`config.mk`:
```
export PLATFORM = sky130hd
export DESIGN_NAME = regfile_scoreboard_flat
export DESIGN_NICKNAME = d
export VERILOG_FILES = /design/src/rtl/regfile_scoreboard_if.sv /design/src/rtl/regfile_scoreboard.sv /design/src/flat_wrapper.sv
export SDC_FILE = /design/constraint.sdc
export NUM_CORES = 1
export LEC_CHECK = 0
export ABC_AREA = 0
export BUFFER_PORTS_ARGS = -buffer_cell sky130_fd_sc_hd__buf_4
export CAP_MARGIN = 25
export CORE_ASPECT_RATIO = 0.5
export CORE_UTILIZATION = 40
export CTS_BUF_LIST = sky130_fd_sc_hd__clkbuf_8
export DETAILED_ROUTE_END_ITERATION = 16
export PLACE_DENSITY = 0.68
export SYNTH_ARGS = -nofsm -noshare
export SYNTH_HDL_FRONTEND = slang
export SYNTH_SLANG_ARGS = --single-unit
```
`constraint.sdc`:
```
create_clock -name clk -period 2.93 [get_ports clk]
set_input_delay 0.4395 -clock clk [delete_from_list [all_inputs] [get_ports clk]]
set_output_delay 0.4395 -clock clk [all_outputs]
set_load 0.01 [all_outputs]
```
`src/rtl/regfile_scoreboard_if.sv`:
```
// regfile_scoreboard_if: read, write, reserve and control signals of the decode-stage register file.
interface regfile_scoreboard_if #(
    parameter int DATA_WIDTH = 32,
    parameter int ADDR_WIDTH = 5
);
    logic                  init_req;
    logic                  ready;
    logic [ADDR_WIDTH-1:0] rs_1;
    logic [ADDR_WIDTH-1:0] rs_2;
    logic [DATA_WIDTH-1:0] read_data_1;
    logic [DATA_WIDTH-1:0] read_data_2;
    logic                  rs_1_busy;
    logic                  rs_2_busy;
    logic                  write_enable;
    logic [ADDR_WIDTH-1:0] write_addr;
    logic [DATA_WIDTH-1:0] write_data;
    logic                  reserve_enable;
    logic [ADDR_WIDTH-1:0] reserve_addr;

    modport master (
        output init_req, rs_1, rs_2, write_enable, write_addr, write_data, reserve_enable, reserve_addr,
        input  ready, read_data_1, read_data_2, rs_1_busy, rs_2_busy
    );

    modport slave (
        input  init_req, rs_1, rs_2, write_enable, write_addr, write_data, reserve_enable, reserve_addr,
        output ready, read_data_1, read_data_2, rs_1_busy, rs_2_busy
    );
endinterface

```
`src/rtl/regfile_scoreboard.sv`:
```
// regfile_scoreboard: register file with two combinational read ports, write bypass,
// hardwired zero register, busy scoreboard and a sequential clear after reset/init_req.
module regfile_scoreboard #(
    parameter int DATA_WIDTH = 32,
    parameter int ADDR_WIDTH = 5,
    parameter int ZERO_REG   = 1,
    parameter int BYPASS     = 1
) (
    input logic                clk,
    input logic                reset,
    regfile_scoreboard_if.slave bus
);
    localparam int NUM_REGS = 2 ** ADDR_WIDTH;

    typedef enum logic {CLEAR, RUN} state_t;

    state_t                state, state_next;
    logic [ADDR_WIDTH-1:0] clr_ptr;
    logic [NUM_REGS-1:0]   busy;
    logic [DATA_WIDTH-1:0] regs [NUM_REGS];
    logic                  run, wr_ok, rsv_ok;
    logic                  zero_1, zero_2, byp_1, byp_2, hold_1, hold_2;

    assign run    = state == RUN;
    // init_req discards any write or reserve landing on the same edge
    assign wr_ok  = run && !bus.init_req && bus.write_enable &&
                    !(ZERO_REG != 0 && bus.write_addr == '0);
    assign rsv_ok = run && !bus.init_req && bus.reserve_enable &&
                    !(ZERO_REG != 0 && bus.reserve_addr == '0);

    always_ff @(posedge clk or posedge reset) begin
        if (reset) state <= CLEAR;
        else       state <= state_next;
    end

    always_comb begin
        state_next = state;
        if (state == CLEAR && clr_ptr == ADDR_WIDTH'(NUM_REGS - 1)) state_next = RUN;
        else if (run && bus.init_req)                              state_next = CLEAR;
    end

    always_ff @(posedge clk or posedge reset) begin
        if (reset) begin
            clr_ptr <= '0;
            busy    <= '0;
        end else begin
            clr_ptr <= run ? '0 : clr_ptr + 1'b1;
            if (!run || bus.init_req) begin
                busy <= '0;
            end else begin
                if (wr_ok)  busy[bus.write_addr]   <= 1'b0;
                if (rsv_ok) busy[bus.reserve_addr] <= 1'b1;
            end
        end
    end

    // Contents are never reset; the clear walk zeroes them one per edge instead
    always_ff @(posedge clk) begin
        if (!run)       regs[clr_ptr]        <= '0;
        else if (wr_ok) regs[bus.write_addr] <= bus.write_data;
    end

    always_comb begin
        zero_1          = !run || (ZERO_REG != 0 && bus.rs_1 == '0);
        zero_2          = !run || (ZERO_REG != 0 && bus.rs_2 == '0);
        byp_1           = BYPASS != 0 && bus.write_enable && bus.write_addr == bus.rs_1;
        byp_2           = BYPASS != 0 && bus.write_enable && bus.write_addr == bus.rs_2;
        hold_1          = bus.reserve_enable && bus.reserve_addr == bus.rs_1;
        hold_2          = bus.reserve_enable && bus.reserve_addr == bus.rs_2;
        bus.ready       = run;
        bus.read_data_1 = zero_1 ? '0 : byp_1 ? bus.write_data : regs[bus.rs_1];
        bus.read_data_2 = zero_2 ? '0 : byp_2 ? bus.write_data : regs[bus.rs_2];
        // A forwarded write retires the producer unless a new one is issued alongside it
        bus.rs_1_busy   = !zero_1 && busy[bus.rs_1] && !(byp_1 && !hold_1);
        bus.rs_2_busy   = !zero_2 && busy[bus.rs_2] && !(byp_2 && !hold_2);
    end
endmodule

```
`src/flat_wrapper.sv`:
```
// flat-port wrapper written by rule: the top's interface ports become plain ports
module regfile_scoreboard_flat 
#(
    parameter int DATA_WIDTH = 32,
    parameter int ADDR_WIDTH = 5,
    parameter int ZERO_REG   = 1,
    parameter int BYPASS     = 1
)
  (clk, reset, bus_init_req, bus_rs_1, bus_rs_2, bus_write_enable, bus_write_addr, bus_write_data, bus_reserve_enable, bus_reserve_addr, bus_ready, bus_read_data_1, bus_read_data_2, bus_rs_1_busy, bus_rs_2_busy);
  regfile_scoreboard_if #(.DATA_WIDTH(DATA_WIDTH), .ADDR_WIDTH(ADDR_WIDTH)) bus_i ();
  input logic clk;
  input logic reset;
  input wire logic [$bits(bus_i.init_req)-1:0] bus_init_req;
  input wire logic [$bits(bus_i.rs_1)-1:0] bus_rs_1;
  input wire logic [$bits(bus_i.rs_2)-1:0] bus_rs_2;
  input wire logic [$bits(bus_i.write_enable)-1:0] bus_write_enable;
  input wire logic [$bits(bus_i.write_addr)-1:0] bus_write_addr;
  input wire logic [$bits(bus_i.write_data)-1:0] bus_write_data;
  input wire logic [$bits(bus_i.reserve_enable)-1:0] bus_reserve_enable;
  input wire logic [$bits(bus_i.reserve_addr)-1:0] bus_reserve_addr;
  output wire logic [$bits(bus_i.ready)-1:0] bus_ready;
  output wire logic [$bits(bus_i.read_data_1)-1:0] bus_read_data_1;
  output wire logic [$bits(bus_i.read_data_2)-1:0] bus_read_data_2;
  output wire logic [$bits(bus_i.rs_1_busy)-1:0] bus_rs_1_busy;
  output wire logic [$bits(bus_i.rs_2_busy)-1:0] bus_rs_2_busy;
  assign bus_i.init_req = bus_init_req;
  assign bus_i.rs_1 = bus_rs_1;
  assign bus_i.rs_2 = bus_rs_2;
  assign bus_i.write_enable = bus_write_enable;
  assign bus_i.write_addr = bus_write_addr;
  assign bus_i.write_data = bus_write_data;
  assign bus_i.reserve_enable = bus_reserve_enable;
  assign bus_i.reserve_addr = bus_reserve_addr;
  assign bus_ready = bus_i.ready;
  assign bus_read_data_1 = bus_i.read_data_1;
  assign bus_read_data_2 = bus_i.read_data_2;
  assign bus_rs_1_busy = bus_i.rs_1_busy;
  assign bus_rs_2_busy = bus_i.rs_2_busy;
  regfile_scoreboard #(.DATA_WIDTH(DATA_WIDTH), .ADDR_WIDTH(ADDR_WIDTH), .ZERO_REG(ZERO_REG), .BYPASS(BYPASS)) u_core (.clk(clk), .reset(reset), .bus(bus_i));
endmodule
```
---- Word-level counts from Yosys, hierarchy flattened ----
Memories as Yosys holds them, arrays and structs flattened.
Index checks and enable logic that the tools add are counted.
storage, ports and cells
  word-level logic and storage cells ...... 84
  input port bits ......................... 57
  bits in registers ....................... 38
  memories kept ........................... 1
  output and inout port bits .............. 67
  RAM bits ................................ 1,024
cells by class
  equal/unequal tests ..................... 5
  reduce and logical (&&, ||, !) cells .... 38
  $add $sub $neg .......................... 1
  multiplexer cells ....................... 26
  order comparisons ....................... 6
  bitwise logic cells ..................... 4
memory list
  name         words  width  rd ports  clocked after memory_dff  write ports  line                      source
  u_core.regs  32     32     2         0                         1            regfile_scoreboard.sv:20  logic [DATA_WIDTH-1:0] regs [NUM_REGS];
operators by type and width
  kind                   number
  $mux W32               9
  $and A32 B32 Y32       1
  $not A32 Y32           1
  $or A32 B32 Y32        1
  $reduce_or A32 Y1      1
  $lt A5 B6 Y1 const B   4
  $eq A5 B5 Y1           4
  $logic_not A5 Y1       4
  $logic_and A1 B1 Y1    19
  $mux W1                11
  $bmux W1 S5            2
  $demux W1 S5           2
  $ge A5 B1 Y1 const B   2
  $logic_not A1 Y1       10
  $mux W5                2
  $add A5 B1 Y5 const B  1
  $eq A5 B5 Y1 const B   1
  $logic_or A1 B1 Y1     3
  $reduce_bool A2 Y1     1
  $not A1 Y1             1

---- Longest topological paths before layout ----
  depth after elaboration ................. 11
  mapped depth ............................ 10
  mapped depth without buffers ............ 5

---- Worst setup path after synthesis ----
OpenSTA, ideal clock, no wires.
  path type ............................... input port to flip-flop
  start ................................... in bus_write_addr[4]
  end ..................................... mem u_core.regs[16][0] (enable)
  path buffers ............................ 2
  stages on the path ...................... 6
  setup time .............................. 0.421 ns
  arrival time ............................ 2.961 ns
  setup slack ............................. -0.452 ns
  path through ............................ buf_2 > or3_1 > o31ai_2 > buf_2 > a31oi_1 > nor2_1
between the ends
  cells in the longest elaborated chain, start to end .. 8
ends and longest elaborated chain
  what                                          line                      source
  from (decl)                                   flat_wrapper.sv:17        input wire logic [$bits(bus_i.write_addr)-1:0] bus_write_addr;
  $logic_not A5 Y1                              regfile_scoreboard.sv:27  !(ZERO_REG != 0 && bus.write_addr == '0);
  $logic_not A1 Y1                              regfile_scoreboard.sv:27
  $logic_and A1 B1 Y1                           regfile_scoreboard.sv:26  assign wr_ok = run && !bus.init_req && bus.write_enable &&
  $mux W1                                       regfile_scoreboard.sv:60  else if (wr_ok) regs[bus.write_addr] <= bus.write_data;
  $mux W1                                       regfile_scoreboard.sv:59  if (!run) regs[clr_ptr] <= '0;
  $mux W1 (not written as such)                 regfile_scoreboard.sv:60
  $reduce_or A32 Y1 (no line)                   -
  $mux W5 (no line) or $mux W1 (tied branches)  -
  to (decl)                                     regfile_scoreboard.sv:20
Parallel ways exist; a longest one is shown, timed or not.

---- Worst setup path in the final report ----
  start ................................... reg u_core.state (netlist: u_core.bus.ready)
  end ..................................... out bus_read_data_1[4]
between the ends
  cells in the longest elaborated chain, start to end .. 3
ends and longest elaborated chain
  what                    line                      source
  from (decl)             regfile_scoreboard.sv:17  state_t state, state_next;
  from (signal assigned)  regfile_scoreboard.sv:33  else state <= state_next;
  $logic_not A1 Y1        regfile_scoreboard.sv:64  zero_1 = !run || (ZERO_REG != 0 && bus.rs_1 == '0);
  $logic_or A1 B1 Y1      regfile_scoreboard.sv:64
  $mux W32                regfile_scoreboard.sv:71  bus.read_data_1 = zero_1 ? '0 : byp_1 ? bus.write_data : regs[bus.rs_1];
  to (decl)               flat_wrapper.sv:22        output wire logic [$bits(bus_i.read_data_1)-1:0] bus_read_data_1;
No other way between the ends.

==> impl_metrics.toml <==
[cts]
cts_root_buf = "clkbuf_8"
cts_tree = "yes"
insertion_delay_ns = 0.87
numCtsBuffers = 161
cts.sinks = 1062
clk_path_buf_depth = 3
clk_pin_slew_ns = 0.06
htree_levels = 4

[cells_and_area]
nets = 3494
utilization = 0.496
num-fill-cells = 10100
area_delta_synth_final_pct = 22.6
drive_above_1_share = 0.400

[setup_path]
cpLargestDelayFamily = "buffers and inverters"
rrSetupSlack_ns = 0.35
startpoint_type = "flip-flop"
critPathArrivalTime_ns = 2.70
worst-path-max-fanout = 8
required_ns = 2.49
cp_slowest_stage_delay_ns = 0.45
critPathKind = "reg2out"
slowest_stage = "dfrtp_2"
cp_cell_sequence = "buf_6 -> o21ai_4 -> and2b_4 -> buf_12 -> buf_12 -> a221o_1 -> buf_6"
critPathBufInv = 4
endpoint_kind = "output pin"

[global_routing]
grt_start_max_net_pins = 48
grt_pass1_vias = 34500
antenna_found_initial = 6
grt_pass1_wl_um = 241000
overflow = 0
gr-usage-all-layers = 0.259

[die]
die_w_um = 507
die_area_um2 = 129000
die_y_um = 255
rows = 92
io_pins = 124
start_util = 0.404
core_um2 = 126000

[sta]
slew_headroom = 0.273
tns_ns = -6.60
rsz0062_at_grt = "true"
setup_viol = 65
min_period_ns = 3.13
maxSlewViolCount = 0
worst_slew_pin_slew_ns = 1.09
finalCritPeriodShare = 1.07
finalHoldViolCount = 0
finalWorstSetupSlack_ns = -0.205
timing.hold.ws_ns = 0.127
finClkSkew_ns = 0.0386
fmax_mhz = 319

[route]
wl_per_cell_um = 32.6
first_iter_violations = 5056
wirelength_um = 171000
vias_per_cell = 6.58
drtPass1Iterations = 6
ant_nets = 0
drc = 0
num_vias = 34500

[power_and_ir_drop]
swShare = 0.296
vdd.ir_drop.worst_v = 0.000398
power.leakage_nw = 21.6
seqPwrFrac = 0.488
power_switching_mw = 11.5
clkPwrFrac = 0.302
combPwrFrac = 0.210
power.density_nw_per_um2 = 621
intPower_mw = 27.4

[synth]
netlist_area_um2 = 51000
synth_cells = 2996
yosysWarnings = 0
synth_ff_type = "edfxtp_1"
async_flop_share = 0.0358
avgSynthCellArea_um2 = 17.0
ys_ff_latch = 1062
synth_edf_count = 1024
synth-seq-area-share = 0.621
synth_cell_types = 51
synth_nets = 3055

[job]
cap_violations = 0

[status]
violations = "negative setup slack"
status = "finished, violations left"

[placement]
io_buffers = 123
gp_congestion = 0.899
dp_hpwl_um = 106000

[worst_hold_path]
hp-class = "in2reg"
==> power by group through the flow <==
stage               clock network (mW)  logic [mW]  registers [mW]
finish                            11.7        8.15            19.0
global route                      12.4        8.33            19.1
CTS                               11.8        7.76            18.9
detailed placement                   0        7.36            19.2
global placement                     0        7.27            19.1
floorplan                            0        3.67            19.1
==> registers in the layout, summed over array words and instances, names as in the netlist <==
name              count
u_core.bus.ready      1
u_core.busy          32
u_core.clr_ptr        5
u_core.regs        1024
==> worst register-to-register path: cells and delay by family (launching register included) <==
| kind | cells | cell delay, ns |
|---|---|---|
| AO/OA/AOI/OAI | 2 | 1.00 |
| buffers and inverters | 2 | 0.44 |
| flip-flops | 1 | 0.43 |
| AND/OR/NAND/NOR | 2 | 0.43 |
==> synthesized netlist by cell type (5+ instances only) <==
| cell type | n | area, um^2 |
|---|---|---|
| and2_1 | 35 | 219 |
| o311ai_1 | 27 | 236 |
| a221oi_1 | 130 | 1140 |
| o21ai_0 | 59 | 295 |
| a221o_1 | 62 | 621 |
| nor2b_1 | 41 | 257 |
| nand3_1 | 47 | 235 |
| inv_1 | 8 | 30.0 |
| nor2_1 | 118 | 443 |
| mux2_2 | 62 | 698 |
| nor3_1 | 7 | 35.0 |
| nor3b_1 | 6 | 45.0 |
| edfxtp_1 | 1024 | 30700 |
| mux2i_1 | 265 | 2650 |
| o221ai_1 | 31 | 272 |
| and3_1 | 6 | 37.5 |
| buf_4 | 37 | 278 |
| clkbuf_1 | 110 | 413 |
| o21ai_1 | 34 | 170 |
| a21oi_1 | 94 | 470 |
| o211ai_1 | 6 | 45.0 |
| o21bai_1 | 31 | 233 |
| xnor2_1 | 11 | 96.3 |
| nor4_1 | 5 | 31.3 |
| buf_2 | 77 | 385 |
| dfrtp_1 | 38 | 951 |
| nand3b_1 | 6 | 45.0 |
| xor2_1 | 11 | 96.3 |
| a31oi_1 | 6 | 37.5 |
| a22oi_1 | 99 | 743 |
| nand2_1 | 69 | 259 |
| a21boi_1 | 5 | 37.5 |
| buf_1 | 11 | 41.3 |
| buf_6 | 19 | 214 |
| mux4_2 | 367 | 8270 |
==> metal layers <==
| metal | share of wire | track usage | up-vias |
|---|---|---|---|
| met5 | 0.00046 | 0 | - |
| met4 | 0.045 | 0.120 | 4 |
| met3 | 0.13 | 0.0728 | 494 |
| met2 | 0.46 | 0.405 | 2644 |
| met1 | 0.37 | 0.337 | 17800 |
| li1 | - | - | 13600 |
==> layout make-up <==
class                           count  area, um^2  share of cell area
Timing Repair Buffer              531        6020              0.0963
Clock buffer                      170        2340              0.0374
Sequential cell                  1062       31700               0.507
Clock inverter                    110         614             0.00982
Multi-Input combinational cell   1670       19700               0.315
Inverter                            9        35.0            0.000560
Antenna cell                        3        7.51            0.000120
Tap cell                         1692        2120              0.0338
==> metrics by stage <==
step | cells | setup slack [ns] | total power, mW | cell area, um^2
2_1_floorplan | 2996 | -0.452 | 22.7 | 51000
3_3_place_gp | 4923 | -0.519 | 26.4 | 57300
3_5_place_dp | 4925 | -0.289 | 26.6 | 57400
4_1_cts | 5224 | -0.236 | 38.5 | 61700
5_1_grt | 5246 | -0.242 | 39.8 | 62600
6_report | 5247 | -0.205 | 38.9 | 62600
==> final timing paths <==
kind                                       end  depth (start not counted)         startpoint
max in group asynchronous     u_core.bus.ready                          4              reset
min                             u_core.busy[7]                          4  bus_write_addr[4]
max                         bus_read_data_1[4]                          7   u_core.bus.ready
max reg2reg                u_core.regs[26][17]                          6   u_core.bus.ready
min in group asynchronous      u_core.busy[30]                          3              reset
min reg2reg                  u_core.clr_ptr[0]                          1  u_core.clr_ptr[0]
==> repair_timing <==
item / in CTS / in global routing
setup buffers: 14 / 19
pin swaps: 84 / 61
hold buffers: 12 / 1
cloned: 5 / 3
endpoints found under the setup margin: 66 / 66
endpoints found under the hold margin: 41 / 1
resized for setup: 243 / 130
==> cells in the final DEF (no fill, tap or decap), types with 16 or more instances in the layout <==
master,instances
edfxtp_1,1024
mux4_2,367
buf_4,310
mux2i_1,263
clkbuf_8,170
buf_12,118
a221oi_1,104
buf_6,73
a21oi_1,65
nand2_1,65
mux2_2,62
a221o_1,60
nor2_1,59
o21ai_0,57
a22oi_1,50
a22oi_2,49
inv_1,46
clkinv_1,46
nor2_4,43
nand3_1,42
dfrtp_1,37
and2_1,33
o221ai_1,31
o21bai_1,31
a221oi_2,26
o21ai_2,21
nor2b_4,18
a21oi_2,18
o311ai_4,16
nor2_2,16
==> cells by family after synthesis <==
| group | after synthesis | share of synthesized area |
|---|---|---|
| adders and majority gates | 2 | 0.000490 |
| muxes | 694 | 0.228 |
| and+or+nand+nor | 357 | 0.0339 |
| xor gates and xnor gates | 22 | 0.00377 |
| buffers and inverters | 264 | 0.0270 |
| AOI/OAI and AO/OA | 595 | 0.0861 |
| DFF | 1062 | 0.621 |
Note: power is estimated with default switching activity, not from simulation.
